`src/rtl/dumbserial_pkg.sv`:
```
// rtl/dumbserial_pkg.sv - shared constants and types for the dumb-serial link
//
// Holds the start-frame delimiter, the transmitter bit timing and the
// receive state enum used by the frame receiver.
package dumbserial_pkg;

    localparam logic [7:0] SFD              = 8'hAB;
    localparam int         SFD_BITS         = 8;

    // Transmitter holds serialClock high/low this many cycles per bit; the
    // receiver treats a run of HIGH_CYCLES_READ highs as a bit strobe.
    localparam int         HIGH_CYCLES      = 8;
    localparam int         LOW_CYCLES       = 8;
    localparam int         HIGH_CYCLES_READ = 6;

    typedef enum logic {
        SEEK = 1'b0,
        RECV = 1'b1
    } rx_state_t;

endpackage

```
`src/rtl/dumbserial_bit_sampler.sv`:
```
// rtl/dumbserial_bit_sampler.sv - recovers bits from the serialClock/serialData pair
//
// Ports:
//   clock, reset           system clock, synchronous active-high reset
//   serialClock            link clock (already synchronised)
//   serialData             link data
//   bit_valid              one-cycle strobe: bit_data holds a new bit
//   bit_data               recovered bit
module dumbserial_bit_sampler
    import dumbserial_pkg::*;
(
    input  logic clock,
    input  logic reset,
    input  logic serialClock,
    input  logic serialData,
    output logic bit_valid,
    output logic bit_data
);

    logic [HIGH_CYCLES_READ-1:0] hist;
    logic [HIGH_CYCLES_READ-1:0] hist_next;

    assign hist_next = {hist[HIGH_CYCLES_READ-2:0], serialClock};

    // Clearing the history on a hit means the remaining high cycles of the
    // same bit cannot produce a second strobe before the low phase.
    always_ff @(posedge clock) begin
        if (reset) begin
            hist      <= '0;
            bit_valid <= 1'b0;
            bit_data  <= 1'b0;
        end else begin
            bit_valid <= 1'b0;
            if (&hist_next) begin
                hist      <= '0;
                bit_valid <= 1'b1;
                bit_data  <= serialData;
            end else begin
                hist <= hist_next;
            end
        end
    end

endmodule

```
`src/rtl/dumbserial_frame_rx_fifo.sv`:
```
// rtl/dumbserial_frame_rx_fifo.sv - frame receiver with packet-committed output FIFO
//
// Hunts for the SFD, deserialises 2^LOGSIZE samples per packet into a FIFO
// and only exposes a packet once all of its samples are stored. A packet
// that does not fit (or is aborted) is rewound and dropped as a whole.
//
// Optional feature macro: RX_TIMEOUT_EN (idle-bit abort while receiving).
//
// Ports:
//   clock, reset           system clock, synchronous active-high reset
//   serialClock/Data       link inputs
//   out_data/out_last      head sample and its end-of-packet flag
//   out_valid/out_ready    output stream handshake
//   packet_dropped         one-cycle pulse per discarded packet
//   level                  committed entries held
module dumbserial_frame_rx_fifo
    import dumbserial_pkg::*;
#(
    parameter int WIDTH          = 16,
    parameter int LOGSIZE        = 1,
    parameter int DEPTH          = 4,
    parameter int TIMEOUT_CYCLES = 255
) (
    input  logic                     clock,
    input  logic                     reset,
    input  logic                     serialClock,
    input  logic                     serialData,
    output logic [WIDTH-1:0]         out_data,
    output logic                     out_last,
    output logic                     out_valid,
    input  logic                     out_ready,
    output logic                     packet_dropped,
    output logic [$clog2(DEPTH):0]   level
);

    localparam int AW   = $clog2(DEPTH);
    localparam int PW   = AW + 1;
    localparam int NPKT = 1 << LOGSIZE;
    localparam int BW   = (WIDTH > 1) ? $clog2(WIDTH) : 1;
    localparam int IW   = (LOGSIZE > 0) ? LOGSIZE : 1;

    logic bit_valid;
    logic bit_data;

    dumbserial_bit_sampler u_sampler (
        .clock       (clock),
        .reset       (reset),
        .serialClock (serialClock),
        .serialData  (serialData),
        .bit_valid   (bit_valid),
        .bit_data    (bit_data)
    );

    rx_state_t             state;
    logic [SFD_BITS-2:0]   sfd_shift;
    logic [SFD_BITS-1:0]   sfd_next;
    logic [BW-1:0]         bit_cnt;
    logic [IW-1:0]         idx;
    logic [WIDTH-2:0]      sample;
    logic [WIDTH-1:0]      sample_next;
    logic [PW-1:0]         wr_spec;
    logic [PW-1:0]         wr_commit;
    logic [PW-1:0]         rd;
    logic [PW-1:0]         used;
    logic                  full;
    logic                  last_sample;
    logic                  wr_en;
    logic                  pop;
    logic [WIDTH:0]        mem [DEPTH];

`ifdef RX_TIMEOUT_EN
    localparam int TW = $clog2(TIMEOUT_CYCLES + 1);
    logic [TW-1:0] idle_cnt;
`endif

    assign sfd_next    = {sfd_shift, bit_data};
    assign sample_next = {sample, bit_data};
    // Occupancy counts speculative entries too; a same-cycle pop is not credited.
    assign used        = wr_spec - rd;
    assign full        = (used == PW'(DEPTH));
    assign last_sample = (idx == IW'(NPKT - 1));
    assign wr_en       = !reset && (state == RECV) && bit_valid && (bit_cnt == '0) && !full;

    assign out_valid   = (rd != wr_commit);
    assign pop         = out_valid && out_ready;
    assign out_data    = out_valid ? mem[rd[AW-1:0]][WIDTH-1:0] : '0;
    assign out_last    = out_valid ? mem[rd[AW-1:0]][WIDTH]     : 1'b0;
    assign level       = wr_commit - rd;

    always_ff @(posedge clock) begin
        if (wr_en) begin
            mem[wr_spec[AW-1:0]] <= {last_sample, sample_next};
        end
    end

    always_ff @(posedge clock) begin
        if (reset) begin
            state          <= SEEK;
            sfd_shift      <= '0;
            bit_cnt        <= '0;
            idx            <= '0;
            sample         <= '0;
            wr_spec        <= '0;
            wr_commit      <= '0;
            rd             <= '0;
            packet_dropped <= 1'b0;
`ifdef RX_TIMEOUT_EN
            idle_cnt       <= '0;
`endif
        end else begin
            packet_dropped <= 1'b0;
            if (pop) begin
                rd <= rd + 1'b1;
            end
            case (state)
                SEEK: begin
                    if (bit_valid) begin
                        sfd_shift <= sfd_next[SFD_BITS-2:0];
                        if (sfd_next == SFD) begin
                            state   <= RECV;
                            bit_cnt <= BW'(WIDTH - 1);
                            idx     <= '0;
                            wr_spec <= wr_commit;
`ifdef RX_TIMEOUT_EN
                            idle_cnt <= '0;
`endif
                        end
                    end
                end
                RECV: begin
                    if (bit_valid) begin
                        sample <= sample_next[WIDTH-2:0];
                        if (bit_cnt != '0) begin
                            bit_cnt <= bit_cnt - 1'b1;
                        end else if (full) begin
                            // No room: rewind everything written for this packet.
                            wr_spec        <= wr_commit;
                            packet_dropped <= 1'b1;
                            state          <= SEEK;
                            sfd_shift      <= '0;
                        end else begin
                            wr_spec <= wr_spec + 1'b1;
                            if (last_sample) begin
                                wr_commit <= wr_spec + 1'b1;
                                state     <= SEEK;
                                sfd_shift <= '0;
                            end else begin
                                idx     <= idx + 1'b1;
                                bit_cnt <= BW'(WIDTH - 1);
                            end
                        end
                    end
`ifdef RX_TIMEOUT_EN
                    if (bit_valid) begin
                        idle_cnt <= '0;
                    end else if (idle_cnt == TW'(TIMEOUT_CYCLES)) begin
                        wr_spec        <= wr_commit;
                        packet_dropped <= 1'b1;
                        state          <= SEEK;
                        sfd_shift      <= '0;
                        idle_cnt       <= '0;
                    end else begin
                        idle_cnt <= idle_cnt + 1'b1;
                    end
`endif
                end
                default: state <= SEEK;
            endcase
        end
    end

endmodule

```
`config.mk`:
```
export PLATFORM = sky130hd
export DESIGN_NAME = dumbserial_frame_rx_fifo
export DESIGN_NICKNAME = d
export VERILOG_FILES = /design/src/rtl/dumbserial_pkg.sv /design/src/rtl/dumbserial_bit_sampler.sv /design/src/rtl/dumbserial_frame_rx_fifo.sv
export SDC_FILE = /design/constraint.sdc
export NUM_CORES = 1
export LEC_CHECK = 0
export ABC_AREA = 1
export BUFFER_PORTS_ARGS = -buffer_cell sky130_fd_sc_hd__buf_2
export CAP_MARGIN = 20
export CORE_MARGIN = 5
export CORE_UTILIZATION = 35
export DETAILED_ROUTE_END_ITERATION = 8
export GPL_ROUTABILITY_DRIVEN = 0
export PLACE_DENSITY = 0.49
export SETUP_SLACK_MARGIN = 0.5
export SYNTH_ARGS = -nofsm -noshare
export SYNTH_HDL_FRONTEND = slang
export SYNTH_SLANG_ARGS = --single-unit
```
`constraint.sdc`:
```
create_clock -name clock -period 3.3 [get_ports clock]
set_input_delay 0.165 -clock clock [delete_from_list [all_inputs] [get_ports clock]]
set_output_delay 0.165 -clock clock [all_outputs]
set_load 0.005 [all_outputs]
```
---- Word level (Yosys, flattened, before mapping) ----
Memory sizes are Yosys's and may differ from the RTL's. A register that Yosys moved wholly into a read port is not among the register bits.
Index checks and enable logic that the tools add are counted.
word-level totals
  flip-flop bits (word level) ............. 45
  memory bits (writable) .................. 68
  output and inout port bits .............. 22
  memories ................................ 1
  logic and storage cells ................. 93
  bits of input ports ..................... 5
memories
  memory  words  bits a word  rd ports  clocked after memory_dff  wr ports  line                            source
  mem     4      17           1         1                         1         dumbserial_frame_rx_fifo.sv:69  logic [WIDTH:0] mem [DEPTH];
cells by class
  bitwise operators ....................... 4
  reductions and logical operators ........ 18
  $add $sub $neg .......................... 6
  equality and inequality tests ........... 11
  multiplexer cells ....................... 41
operators by type and width
  operator                                       count
  2-to-1 mux 7 bit                               5
  2-to-1 mux 4 bit                               6
  2-to-1 mux 1 bit                               17
  2-to-1 mux 16 bit                              1
  2-to-1 mux 3 bit                               5
  AND reduction 5 bit                            3
  one-hot mux 7 bit (2 select lines)             1
  == test 8 bit, second input constant           1
  one-hot mux 4 bit (2 select lines)             1
  AND reduction 4 bit                            2
  adder 3 x 1 -> 3 bit, second input constant    2
  != test 2 bit, second input constant           3
  != test 3 x 2 -> 1 bit, second input constant  2
  one-hot mux 3 bit (2 select lines)             1
  AND reduction 6 bit                            1
  subtractor 3 bit                               2
  logical AND 1 bit                              5
  zero test 4 bit                                1
  2-to-1 mux 2 bit                               2
  != test 2 x 1 -> 1 bit, second input constant  2
  NOT 1 bit                                      4
  one-hot mux 1 bit (2 select lines)             2
  nonzero test 4 bit                             1
  OR reduction 4 bit                             1
  other kinds (8)                                9

---- Longest topological paths before layout ----
  depth after elaboration ................. 7
  gate-level depth with buffers ........... 12
  mapped depth without buffers ............ 12

---- By module ----
From an unflattened synthesis, not the netlist that was laid out.
second synthesis, totals
  cell total of the unflattened synthesis .. 500
  area total of the unflattened synthesis .. 4828.4 um2
by module, submodules not included
  module                    cells each  times used  area an instance (um2)  sequential area each (um2)
  dumbserial_frame_rx_fifo  471         1           4594.4                  2842.7
  dumbserial_bit_sampler    29          1           234.0                   140.1

---- Worst setup path before layout ----
OpenSTA, ideal clock, no wires.
  path kind ............................... reg-to-reg
  from .................................... register rd[1]
  to ...................................... memory mem[0][0] (netlist name), enable pin
  library setup time ...................... 0.391 ns
  clock period less this slack ............ 2.418 ns
  arrival ................................. 2.028 ns
  path slack .............................. 0.882 ns
  cell stages (with the launch flop) ...... 8
  buffers on the path ..................... 0
  data required time ...................... 2.909 ns
  cell sequence ........................... dfxtp_1 -> inv_1 -> ha_1 -> a21oi_1 -> nand2_2 -> nand3_4 -> nand4_1 -> nor2_1
between the ends
  word-level cells in the longest chain between the ends .. 6
ends and longest elaborated chain
  what                                    line                             source
  from (decl)                             dumbserial_frame_rx_fifo.sv:63   logic [PW-1:0] rd;
  from (signal assigned)                  dumbserial_frame_rx_fifo.sv:113  rd <= rd + 1'b1;
  subtractor 3 bit                        dumbserial_frame_rx_fifo.sv:79   assign used = wr_spec - rd;
  == test 3 bit                           dumbserial_frame_rx_fifo.sv:80   assign full = (used == PW'(DEPTH));
  zero test 1 bit                         dumbserial_frame_rx_fifo.sv:82   assign wr_en = !reset && (state == RECV) && bit_valid && (bit_cnt == '0) && !full;
  logical AND 1 bit                       dumbserial_frame_rx_fifo.sv:82
  2-to-1 mux 1 bit                        dumbserial_frame_rx_fifo.sv:91   if (wr_en) begin
  2-to-1 mux 1 bit (not written as such)  dumbserial_frame_rx_fifo.sv:92   mem[wr_spec[AW-1:0]] <= {last_sample, sample_next};
  to (decl)                               dumbserial_frame_rx_fifo.sv:69
Every way passes these cells.

==> impl_metrics.env <==
export IMPL_ys_ff_latch=115
export IMPL_post_cts_setup_buffers=0
export IMPL_crit_chain="clkinv_2 > nor2_1 > o21ai_0 > a21oi_1 > buf_2"
export IMPL_drc=0
export IMPL_grt_pass1_vias=3148
export IMPL_met1_length_mm=4.86
export IMPL_status="finished, final reports clean"
export IMPL_fp_dieW_um=127
export IMPL_synth_cell_types=29
export IMPL_p_sw_mw=0.747
export IMPL_arrival_ns=2.28
export IMPL_critPathCaptureType="output pin"
export IMPL_dr_pass1_iters=4
export IMPL_synth_top_area_frac=0.426
export IMPL_core_area_um2=13300
export IMPL_min_to="rd[1]"
export IMPL_dp_cells=692
export IMPL_r2r_start="state"
export IMPL_tns_ns=0
export IMPL_max_stage_delay_ns=0.79
export IMPL_rsz0062_at_grt="false"
export IMPL_wl_met2_mm=4.50
export IMPL_critPathKind="reg2out"
export IMPL_met3_length_um=363
export IMPL_finalCoreUtilization=0.422
export IMPL_clock_skew_ns=0.0105
export IMPL_drive_above_1_share=0.136
export IMPL_clock_path_buffers=2
export IMPL_dpl_hpwl_mm=6.26
export IMPL_initial_core_util=0.359
export IMPL_die_h_um=127
export IMPL_clock_sinks=115
export IMPL_num_rows=42
export IMPL_antenna_cells=0
export IMPL_maxCapViolCount=0
export IMPL_antenna_found_initial=0
export IMPL_yosys_area_top_type="edfxtp_1"
export IMPL_synth_warning_count=0
export IMPL_cellPowerDensity_nw_per_um2=592
export IMPL_reg2reg_to="mem[3][5]"
export IMPL_min_from="out_ready"
export IMPL_total_power_mw=3.34
export IMPL_grt_ovfl_total=0
export IMPL_tightestPinTransition_ns=0.744
export IMPL_hold_viol_final=0
export IMPL_p_int_mw=2.59
export IMPL_path_buf_inv=2
export IMPL_p_sw_frac=0.224
export IMPL_crit_required_ns=3.13
export IMPL_crit_fanout=18
export IMPL_insertion_delay_ns=0.40
export IMPL_r2r_cells=5
export IMPL_syn_nets=519
export IMPL_syn_to_final_growth_pct=17.6
export IMPL_synth_area_um2=4800
export IMPL_ys_seq_area_frac=0.622
export IMPL_grt_max_degree=35
export IMPL_placed_cell_area_um2=5090
export IMPL_final_cells=726
export IMPL_vias_per_cell=4.63
export IMPL_post_route_period_util=0.740
export IMPL_netlist_instances=503
export IMPL_combPwrFrac=0.058
export IMPL_maxClockFrequency_ghz=0.409
export IMPL_max_slew_margin_rel=0.504
export IMPL_cts_tree="yes"
export IMPL_crit_family="flip-flops"
export IMPL_grt_util_all_layers=0.130
export IMPL_total_leakage_power_nw=2.24
export IMPL_clock_power_share=0.483
export IMPL_slowest_stage="dfxtp_1"
export IMPL_ctsRootBufferMaster="clkbuf_16"
export IMPL_cts_buffers_inserted=17
export IMPL_r2r_setup_slack_ns=1.06
export IMPL_port_buffers=26
export IMPL_synth_edff_count=68
export IMPL_hold_depth=3
export IMPL_postSynth_asyncResetShare=0
export IMPL_min_path_type="in2reg"
export IMPL_totalWireLength_mm=9.79
export IMPL_preCtsSetupSlack_ns=0.932
export IMPL_cts_clk_slew_worst_paths_ns=0.05
export IMPL_setup_ws_ns=0.857
export IMPL_die_area_um2=16100
export IMPL_dominantRegCellSynth="edfxtp_1"
export IMPL_drtAntennaViolNets=0
export IMPL_vdd_drop_max_v=0.000244
export IMPL_maxSlewViolCount=0
export IMPL_synthTopCellsByArea="edfxtp_1, dfxtp_1, nor2_1"
export IMPL_pin_count=27
export IMPL_postSynthAreaPerCell_um2=9.53
export IMPL_vias=3365
export IMPL_finalSetupViolCount=0
export IMPL_holdWs_ns=0.111
export IMPL_drtIter0Drc=256
export IMPL_grt_pass1_wl_mm=16.3
export IMPL_cts_max_level=4
export IMPL_highest_layer="met4"
export IMPL_fin_nets=553
export IMPL_start_kind="flop"
export IMPL_design_area_um2=5640
export IMPL_seqPwrFrac=0.459
export IMPL_min_period_ns=2.44
export IMPL_avgRoutedWirePerCell_um=13.5
-- synth_stat cells (all sizes together), types with 2 or more instances --
| library cell | number |
|---|---|
| nand3 | 13 |
| ha | 10 |
| inv | 44 |
| nor2 | 130 |
| nand4 | 4 |
| o21ai | 60 |
| and2 | 2 |
| nand2 | 58 |
| clkinv | 3 |
| clkbuf | 8 |
| buf | 11 |
| dfxtp | 47 |
| nor3 | 3 |
| xor2 | 2 |
| a21oi | 37 |
| edfxtp | 68 |
-- layer usage --
layer,up-vias,GRT usage
li1,1743,-
met1,1566,0.169
met2,52,0.203
met3,4,0.0392
met4,0,0.0492
met5,-,0
-- layout by cell type, fill, tap and decap left out, types with 6 or more instances in the layout --
master | Yosys | routed
nand3_1 | 12 | 12
o21ai_0 | 55 | 55
ha_1 | 10 | 10
edfxtp_1 | 68 | 68
nand2_2 | 6 | 6
clkbuf_16 | 0 | 17
clkinv_1 | 3 | 8
nor2_1 | 125 | 125
buf_4 | 1 | 6
dfxtp_1 | 47 | 47
nand2_1 | 52 | 52
a21oi_1 | 37 | 37
buf_2 | 7 | 26
inv_1 | 40 | 40
-- state kept, by name, summed over array words and instances, names as in the netlist, named ones only --
name,cells
mem,68
sample,15
sfd_shift,7
u_sampler.hist,5
bit_cnt,4
rd,3
wr_commit,3
wr_spec,3
idx,1
packet_dropped,1
state,1
u_sampler.bit_data,1
u_sampler.bit_valid,1
-- area by class of cell --
class,count,area [µm²]
fill,1299,7710
sequential,115,2980
multi-input combinational,322,1540
clock buffer,18,429
tap,176,220
timing repair buffer,34,195
inverter,47,178
clock inverter,14,96.3
-- logic make-up (layout without fill, tap and decap cells) --
kind of cell | Yosys count | count (layout) | share of synthesized area
AND/OR/NAND/NOR | 211 | 211 | 0.184
flip-flops | 115 | 115 | 0.622
AO/OA/AOI/OAI | 98 | 98 | 0.103
buffers and inverters | 66 | 113 | 0.0574
adder cells (fa/ha/maj) | 11 | 11 | 0.0303
XOR/XNOR | 2 | 2 | 0.00365
-- worst max-delay path by stage --
| stage | cells after the start | start | end |
|---|---|---|---|
| after global routing | 5 | flop | out_data[14] |
| after floorplan | 7 | rd[1] | mem[0][0] |
| after detailed placement | 5 | flop | out_data[7] |
| after global placement | 5 | flop | out_data[7] |
| after CTS | 5 | flop | out_data[7] |
| final | 5 | flop | out_data[7] |
-- worst min-delay path, delay by kind of cell --
family | cells | cell delay, ns
buffers and inverters | 1 | 0.10
AO/OA/AOI/OAI | 1 | 0.10
AND/OR/NAND/NOR | 1 | 0.09
-- timing repair --
item                       CTS  global route
setup endpoints to repair    1             0
hold buffers                 2             0
gates resized for setup      1             0
hold endpoints to repair     2             0
-- power by group through the flow --
stage	sequential, mW	combinational [mW]	clock, mW
2_1_floorplan	1.54	0.149	0
3_3_place_gp	1.56	0.198	0
3_5_place_dp	1.56	0.196	0
4_1_cts	1.53	0.199	1.64
5_1_grt	1.53	0.222	1.72
6_report	1.53	0.193	1.61
(Power assumes the default switching activity.)
